## src/rtl/riscv_uc_pkg.sv

```systemverilog
// riscv_uc_pkg: opcodes, ALU op codes, mux selects and state encoding shared by the
// RISC-V multicycle control unit.
package riscv_uc_pkg;
   localparam logic [6:0] OPC_R      = 7'b0110011;
   localparam logic [6:0] OPC_I      = 7'b0010011;
   localparam logic [6:0] OPC_LOAD   = 7'b0000011;
   localparam logic [6:0] OPC_STORE  = 7'b0100011;
   localparam logic [6:0] OPC_BRANCH = 7'b1100011;
   localparam logic [1:0] ALUOP_ADD = 2'b00;
   localparam logic [1:0] ALUOP_BR  = 2'b01;
   localparam logic [1:0] ALUOP_R   = 2'b10;
   localparam logic [1:0] ALUOP_I   = 2'b11;
   localparam logic [1:0] MUX1_RS2   = 2'd0;
   localparam logic [1:0] MUX1_IMM   = 2'd1;
   localparam logic [1:0] MUX2_MEM   = 2'd0;
   localparam logic [1:0] MUX2_ALU   = 2'd1;
   localparam logic [1:0] MUX3_PC1   = 2'd0;
   localparam logic [1:0] MUX3_PCIMM = 2'd1;
   localparam logic [1:0] MUX4_ALU   = 2'd0;
   localparam logic [1:0] MUX4_RS2   = 2'd1;
   typedef enum logic [3:0] {
      S_RST     = 4'd0,
      S_FETCH   = 4'd1,
      S_DECODE  = 4'd2,
      S_ALU_R   = 4'd3,
      S_ALU_I   = 4'd4,
      S_LD_ADDR = 4'd5,
      S_LD_WB   = 4'd6,
      S_ST      = 4'd7,
      S_BR_CMP  = 4'd8,
      S_BR_UPD  = 4'd9,
      S_HALT    = 4'd10,
      S_NOP     = 4'd11
   } state_t;
endpackage

```

## src/rtl/riscv_uc.sv

```systemverilog
// riscv_uc: multicycle control FSM sequencing fetch/decode/execute/memory/writeback;
// Moore outputs except the branch-taken PC select in S_BR_UPD.
module riscv_uc
   import riscv_uc_pkg::*;
#(
   parameter bit HALT_ON_ILLEGAL = 1'b1
) (
   input  logic       clk,
   input  logic       reset,
   input  logic [6:0] opcode,
   input  logic       branch,
   output logic       pc_load,
   output logic       pc_reset,
   output logic       mem_re,
   output logic       mem_we,
   output logic       reg_file_write,
   output logic [1:0] alu_op,
   output logic [1:0] select_mux_1,
   output logic [1:0] select_mux_2,
   output logic [1:0] select_mux_3,
   output logic [1:0] select_mux_4,
   output logic       halt,
   output logic [3:0] state_dbg
);
   state_t state, next_state;

   always_ff @(posedge clk or posedge reset)
      if (reset) state <= S_RST;
      else state <= next_state;

   always_comb begin
      next_state = state;
      case (state)
         S_RST:    next_state = S_FETCH;
         S_FETCH:  next_state = S_DECODE;
         S_DECODE: begin
            case (opcode)
               OPC_R:      next_state = S_ALU_R;
               OPC_I:      next_state = S_ALU_I;
               OPC_LOAD:   next_state = S_LD_ADDR;
               OPC_STORE:  next_state = S_ST;
               OPC_BRANCH: next_state = S_BR_CMP;
               default:    next_state = HALT_ON_ILLEGAL ? S_HALT : S_NOP;
            endcase
         end
         S_LD_ADDR: next_state = S_LD_WB;
         S_BR_CMP:  next_state = S_BR_UPD;
         S_HALT:    next_state = S_HALT;
         S_ALU_R, S_ALU_I, S_LD_WB, S_ST, S_BR_UPD, S_NOP: next_state = S_FETCH;
         default:   next_state = S_RST;
      endcase
   end

   always_comb begin
      pc_load        = 1'b0;
      pc_reset       = 1'b0;
      mem_re         = 1'b0;
      mem_we         = 1'b0;
      reg_file_write = 1'b0;
      alu_op         = ALUOP_ADD;
      select_mux_1   = MUX1_RS2;
      select_mux_2   = MUX2_MEM;
      select_mux_3   = MUX3_PC1;
      select_mux_4   = MUX4_ALU;
      halt           = 1'b0;
      case (state)
         S_RST: pc_reset = 1'b1;
         S_ALU_R, S_ALU_I: begin
            alu_op         = (state == S_ALU_R) ? ALUOP_R : ALUOP_I;
            select_mux_1   = (state == S_ALU_R) ? MUX1_RS2 : MUX1_IMM;
            select_mux_2   = MUX2_ALU;
            reg_file_write = 1'b1;
            pc_load        = 1'b1;
         end
         S_LD_ADDR: begin
            select_mux_1 = MUX1_IMM;
            mem_re       = 1'b1;
         end
         S_LD_WB: begin
            select_mux_1   = MUX1_IMM;
            mem_re         = 1'b1;
            select_mux_2   = MUX2_MEM;
            reg_file_write = 1'b1;
            pc_load        = 1'b1;
         end
         S_ST: begin
            select_mux_1 = MUX1_IMM;
            select_mux_4 = MUX4_RS2;
            mem_we       = 1'b1;
            pc_load      = 1'b1;
         end
         S_BR_CMP: alu_op = ALUOP_BR;
         S_BR_UPD: begin
            // branch is registered in the datapath, so it is valid here, one cycle after the compare
            alu_op       = ALUOP_BR;
            pc_load      = 1'b1;
            select_mux_3 = branch ? MUX3_PCIMM : MUX3_PC1;
         end
         S_NOP:  pc_load = 1'b1;
         S_HALT: halt = 1'b1;
         default: ;
      endcase
   end

   assign state_dbg = state;
endmodule

```

## config.mk

```make
export PLATFORM = sky130hd
export DESIGN_NAME = riscv_uc
export DESIGN_NICKNAME = d
export VERILOG_FILES = /design/src/rtl/riscv_uc_pkg.sv /design/src/rtl/riscv_uc.sv
export SDC_FILE = /design/constraint.sdc
export NUM_CORES = 1
export LEC_CHECK = 0
export ABC_AREA = 1
export CAP_MARGIN = 20
export CORE_AREA = 2 2 39 41
export DETAILED_ROUTE_END_ITERATION = 12
export DIE_AREA = 0 0 41 43
export PLACE_DENSITY = 0.75
export SLEW_MARGIN = 5
export SYNTH_ARGS = -nofsm -noshare
export SYNTH_HDL_FRONTEND = slang
export SYNTH_SLANG_ARGS = --single-unit
```

## constraint.sdc

```tcl
create_clock -name clk -period 1.42 [get_ports clk]
set_clock_uncertainty 0.05 [all_clocks]
set_input_delay 0.142 -clock clk [delete_from_list [all_inputs] [get_ports clk]]
set_output_delay 0.142 -clock clk [all_outputs]
set_load 0.05 [all_outputs]
```

Yosys cells after proc, flatten, opt, wreduce, memory -nomap -nowiden
Index checks and enable logic that the tools add are counted.
{"block": "classes", "eq_ne": 16, "n_mux": 16, "reduce_logical": 8}
{"cell": "$pmux 4 s6", "n": 1}
{"cell": "$pmux 4 s5", "n": 1}
{"cell": "$eq 4x3->1 const B", "n": 4}
{"cell": "$eq 4x4->1 const B", "n": 4}
{"cell": "$eq 7x6->1 const B", "n": 2}
{"cell": "$mux 1", "n": 12}
{"cell": "$eq 4x2->1 const B", "n": 2}
{"cell": "$eq 7x2->1 const B", "n": 1}
{"cell": "$eq 7x5->1 const B", "n": 1}
{"cell": "$eq 7x7->1 const B", "n": 1}
{"cell": "$reduce_or 7->1", "n": 1}
{"cell": "$reduce_or 2->1", "n": 3}
{"cell": "$reduce_or 3->1", "n": 2}
{"cell": "$reduce_or 6->1", "n": 1}
{"cell": "$eq 4x1->1 const B", "n": 1}
{"cell": "$logic_not 4->1", "n": 1}
{"cell": "$pmux 2 s2", "n": 1}
{"cell": "$pmux 1 s2", "n": 1}
{"block": "word_totals", "regBits": 4, "output_inout_bits": 20, "word_cells": 41, "in_bits": 10}

Longest topological paths before layout
{"block": "logic_depth", "depth_word": 3, "ltp_mapped": 7, "ltp_nobuf": 7}

Worst setup path after synthesis
Ideal clock, no wire load.
{"block": "synth_path", "path_kind": "register to output", "startpoint": "register state[2] (netlist: state_dbg[2])", "endpoint": "output port select_mux_2[0]", "slack_ns": -1.480, "arrival_time_ns": 2.708, "stages_incl_launch_ff": 6, "path_buffers": 1, "required_ns": 1.228, "path_cell_list": "dfrtp_1 > nand2_2 > inv_2 > nand2_2 > o21ai_0 > buf_4"}
{"block": "synth_via", "elab_chain_cells": 3, "elab_cells_between_ends": 4, "cone_classes": "2 x eq/ne; 1 x mux; 1 x reduce/logical"}
{"item": "from (decl)", "line_no": "riscv_uc.sv:25", "source": "state_t state, next_state;"}
{"item": "from (signal assigned)", "line_no": "riscv_uc.sv:29", "source": "else state <= next_state;"}
{"item": "$eq 4x2->1 or $eq 4x3->1 (tied branches)", "line_no": "riscv_uc.sv:66", "source": "case (state)"}
{"item": "$reduce_or 2->1 (*)"}
{"item": "$mux 1 (*)", "line_no": "riscv_uc.sv:66"}
{"item": "to (decl)", "line_no": "riscv_uc.sv:19", "source": "output logic [1:0] select_mux_2,"}
Mark *: on every way between the ends. The rest lies on a longest branch, timed or not.

Worst setup path in the final report
{"block": "layout_path", "startpoint": "register state[1] (netlist: state_dbg[1])", "endpoint": "output port mem_re"}
{"block": "layout_via", "elab_chain_cells": 3, "elab_cells_between_ends": 4, "cone_classes": "2 x eq/ne; 1 x mux; 1 x reduce/logical"}
{"item": "$eq 4x3->1", "line_no": "riscv_uc.sv:66"}
{"item": "$reduce_or 2->1 (no line) (*)"}
{"item": "$mux 1 (*)", "line_no": "riscv_uc.sv:66"}
{"item": "to (decl)", "line_no": "riscv_uc.sv:14", "source": "output logic mem_re,"}
Marks and branches as above.

==> flow_metrics.env <==
export IMPL_worstSkewPairLatency_ps=240
export IMPL_fin_util_pct=73.51
export IMPL_fmax_ghz=0.6595
export IMPL_drt_iter0_drc=9
export IMPL_maxCapViolations=0
export IMPL_met2_usage_pct=30.00
export IMPL_required_ps=1230
export IMPL_grt_use_met1_pct=20.39
export IMPL_pwr_share_comb_pct=81.8
export IMPL_failed_checks="setup timing"
export IMPL_slew_viol_final=0
export IMPL_hold_viol=0
export IMPL_synth_seq_cells=4
export IMPL_dp_hpwl_um=915.7
export IMPL_use_met3_pct=4.712
export IMPL_rsz0062_at_grt="yes"
export IMPL_reg2reg_depth=7
export IMPL_setup_ws_ps=-96.38
export IMPL_ant_nets=0
export IMPL_r2r_start="state_dbg[3]"
export IMPL_pwr_share_seq_pct=11.6
export IMPL_swShare_pct=51.61
export IMPL_numCtsBuffers=3
export IMPL_worstPathCellList="inv_2, nand2_1, a21oi_2, buf_12"
export IMPL_die_h_um=43
export IMPL_place_ws_ps=61.93
export IMPL_crit_slowest_cell="dfrtp_2"
export IMPL_arrival_ps=1320
export IMPL_die_area_um2=1763
export IMPL_viasPerCell=4.545
export IMPL_crit_type="reg -> out"
export IMPL_row_count=14
export IMPL_p_int_w=0.001041
export IMPL_synthesis_area_um2=401.6
export IMPL_drive_gt1_share_pct=54.21
export IMPL_ys_warn_count=0
export IMPL_num_antenna_cells=0
export IMPL_leakagePower_nw=0.4748
export IMPL_gp_congestion=0.8360
export IMPL_ff2ff_setup_slack_ps=110
export IMPL_fin_crit_sh_pct=106.8
export IMPL_p_per_area_nw_per_um2=2116
export IMPL_path_clk_slew_ps=40
export IMPL_nets=119
export IMPL_busiest_layer="met2"
export IMPL_synthCells=68
export IMPL_grt_pass1_vias=511
export IMPL_path_max_fanout=8
export IMPL_ys_seq_area_share_pct=24.92
export IMPL_post_route_min_period_ps=1516
export IMPL_worstSetupEndpointType="output port"
export IMPL_hold_class="in -> async"
export IMPL_fillCellCount=95
export IMPL_post_route_drc_count=0
export IMPL_routed_wl_um=1295
export IMPL_fp_dieW_um=41
export IMPL_slowest_delay_ps=460
export IMPL_power_total_w=0.002152
export IMPL_cts_tree="yes"
export IMPL_num_vias=559
export IMPL_holdWs_ps=49.69
export IMPL_htreeDepth=1
export IMPL_antenna_found_initial=0
export IMPL_switchingPower_w=0.001111
export IMPL_timing_rr_end="state_dbg[0]"
export IMPL_peakVddDrop_mv=1.085
export IMPL_grt_overflow_total=0
export IMPL_start_util_pct=29.02
export IMPL_clkSinkCount=4
export IMPL_crit_family="flip-flops"
export IMPL_final_setup_viol_count=9
export IMPL_clockBufferDepth=2
export IMPL_syn_avg_cell_area_um2=5.906
export IMPL_cts_root_buf="clkbuf_4"
export IMPL_grt_pass1_wl_um=2104
export IMPL_area_delta_synth_final_pct=153.3
export IMPL_crit_buf_inv=2
export IMPL_start_kind="flop"
export IMPL_grtUsageTotal_pct=17.81
export IMPL_p_clk_share_pct=6.6
export IMPL_routedWlPerCell_um=10.53
export IMPL_status="complete, but fails checks"
export IMPL_grt_max_degree=9
export IMPL_numPortBuffers=25
export IMPL_ios=30
export IMPL_first_pass_iters=4
export IMPL_largest_register_ffs=4
export IMPL_yosysUniqueCellTypes=15
export IMPL_core_region_area_um2=1384
## synthesized netlist by cell type (all sizes together)
| library cell | count | area share (%) |
|---|---|---|
| o221ai | 1 | 2.2 |
| nand3 | 4 | 6.2 |
| nor2 | 14 | 14 |
| nand2 | 18 | 19 |
| conb | 1 | 0.93 |
| buf | 6 | 11 |
| o21ai | 5 | 7.2 |
| dfrtp | 4 | 25 |
| inv | 12 | 11 |
| a21oi | 3 | 3.7 |
## logic make-up (layout without fill, tap and decap cells)
group / Yosys count / count (layout) / synth area share (%)
compound gates: 9 / 9 / 13.08
other cells: 1 / 4 / 0.9337
simple gates: 36 / 36 / 38.63
buf+inv: 18 / 54 / 22.43
flops: 4 / 4 / 24.92
## worst max-delay path by stage
stage                       startpoint         endpoint  slack, ps  cells after the start
after floorplan           state_dbg[3]  select_mux_2[0]       -290                      6
after global placement    state_dbg[3]        alu_op[1]        100                      6
after detailed placement  state_dbg[3]  select_mux_2[0]         60                      6
after CTS                 state_dbg[3]  select_mux_2[0]        -90                      6
after global routing      state_dbg[3]  select_mux_2[0]       -150                      6
final                     state_dbg[1]           mem_re       -100                      4
## what timing repair did
action / 4_1_cts / 5_1_grt
pin swaps: 4 / 1
endpoints found under the hold margin: 0 / 0
hold buffers: 0 / 0
gates resized for setup: 5 / 0
endpoints found under the setup margin: 11 / 11
buffers inserted: 12 / 0
## power by group through the flow
stage	combinational, W	sequential (W)	clock [W]
5_1_grt	0.00184	0.000259	0.000163
4_1_cts	0.00175	0.000242	0.000152
6_report	0.00176	0.000250	0.000141
3_5_place_dp	0.00155	0.000273	0
2_1_floorplan	0.000750	0.000384	0
3_3_place_gp	0.00154	0.000273	0
## per-stage QoR
stage                     setup TNS (ps)  instances  instance area, µm²
after floorplan                   -919.6         71               495.5
after global placement                 0        108               892.1
after detailed placement               0        108               892.1
after CTS                         -618.9        123                1017
after global routing               -1364        123                1017
final                             -633.0        123                1017
## layout by cell type (no fill, tap or decap), drive strengths merged
master	count
o21ai	5
nand3	4
nor2	14
a21oi	3
nand2	18
clkbuf	3
conb	4
o221ai	1
clkdlybuf4s50	9
buf	30
dfrtp	4
inv	12
## metal layers
| metal | vias up | share of wire [%] |
|---|---|---|
| met5 | - | 0 |
| met3 | 0 | 7.6 |
| met4 | 0 | 0 |
| met1 | 247 | 40 |
| met2 | 33 | 53 |
| li1 | 279 | - |
## final cells by class
cell class / count / area (µm²) / area share [%]
tap: 16 / 20.02 / 1.968
timing repair buffer: 39 / 515.5 / 50.68
multi-input combinational: 49 / 299.0 / 29.40
sequential: 4 / 105.1 / 10.33
clock buffer: 3 / 22.52 / 2.214
inverter: 12 / 55.05 / 5.412
Power figures use the tool's default switching activity.
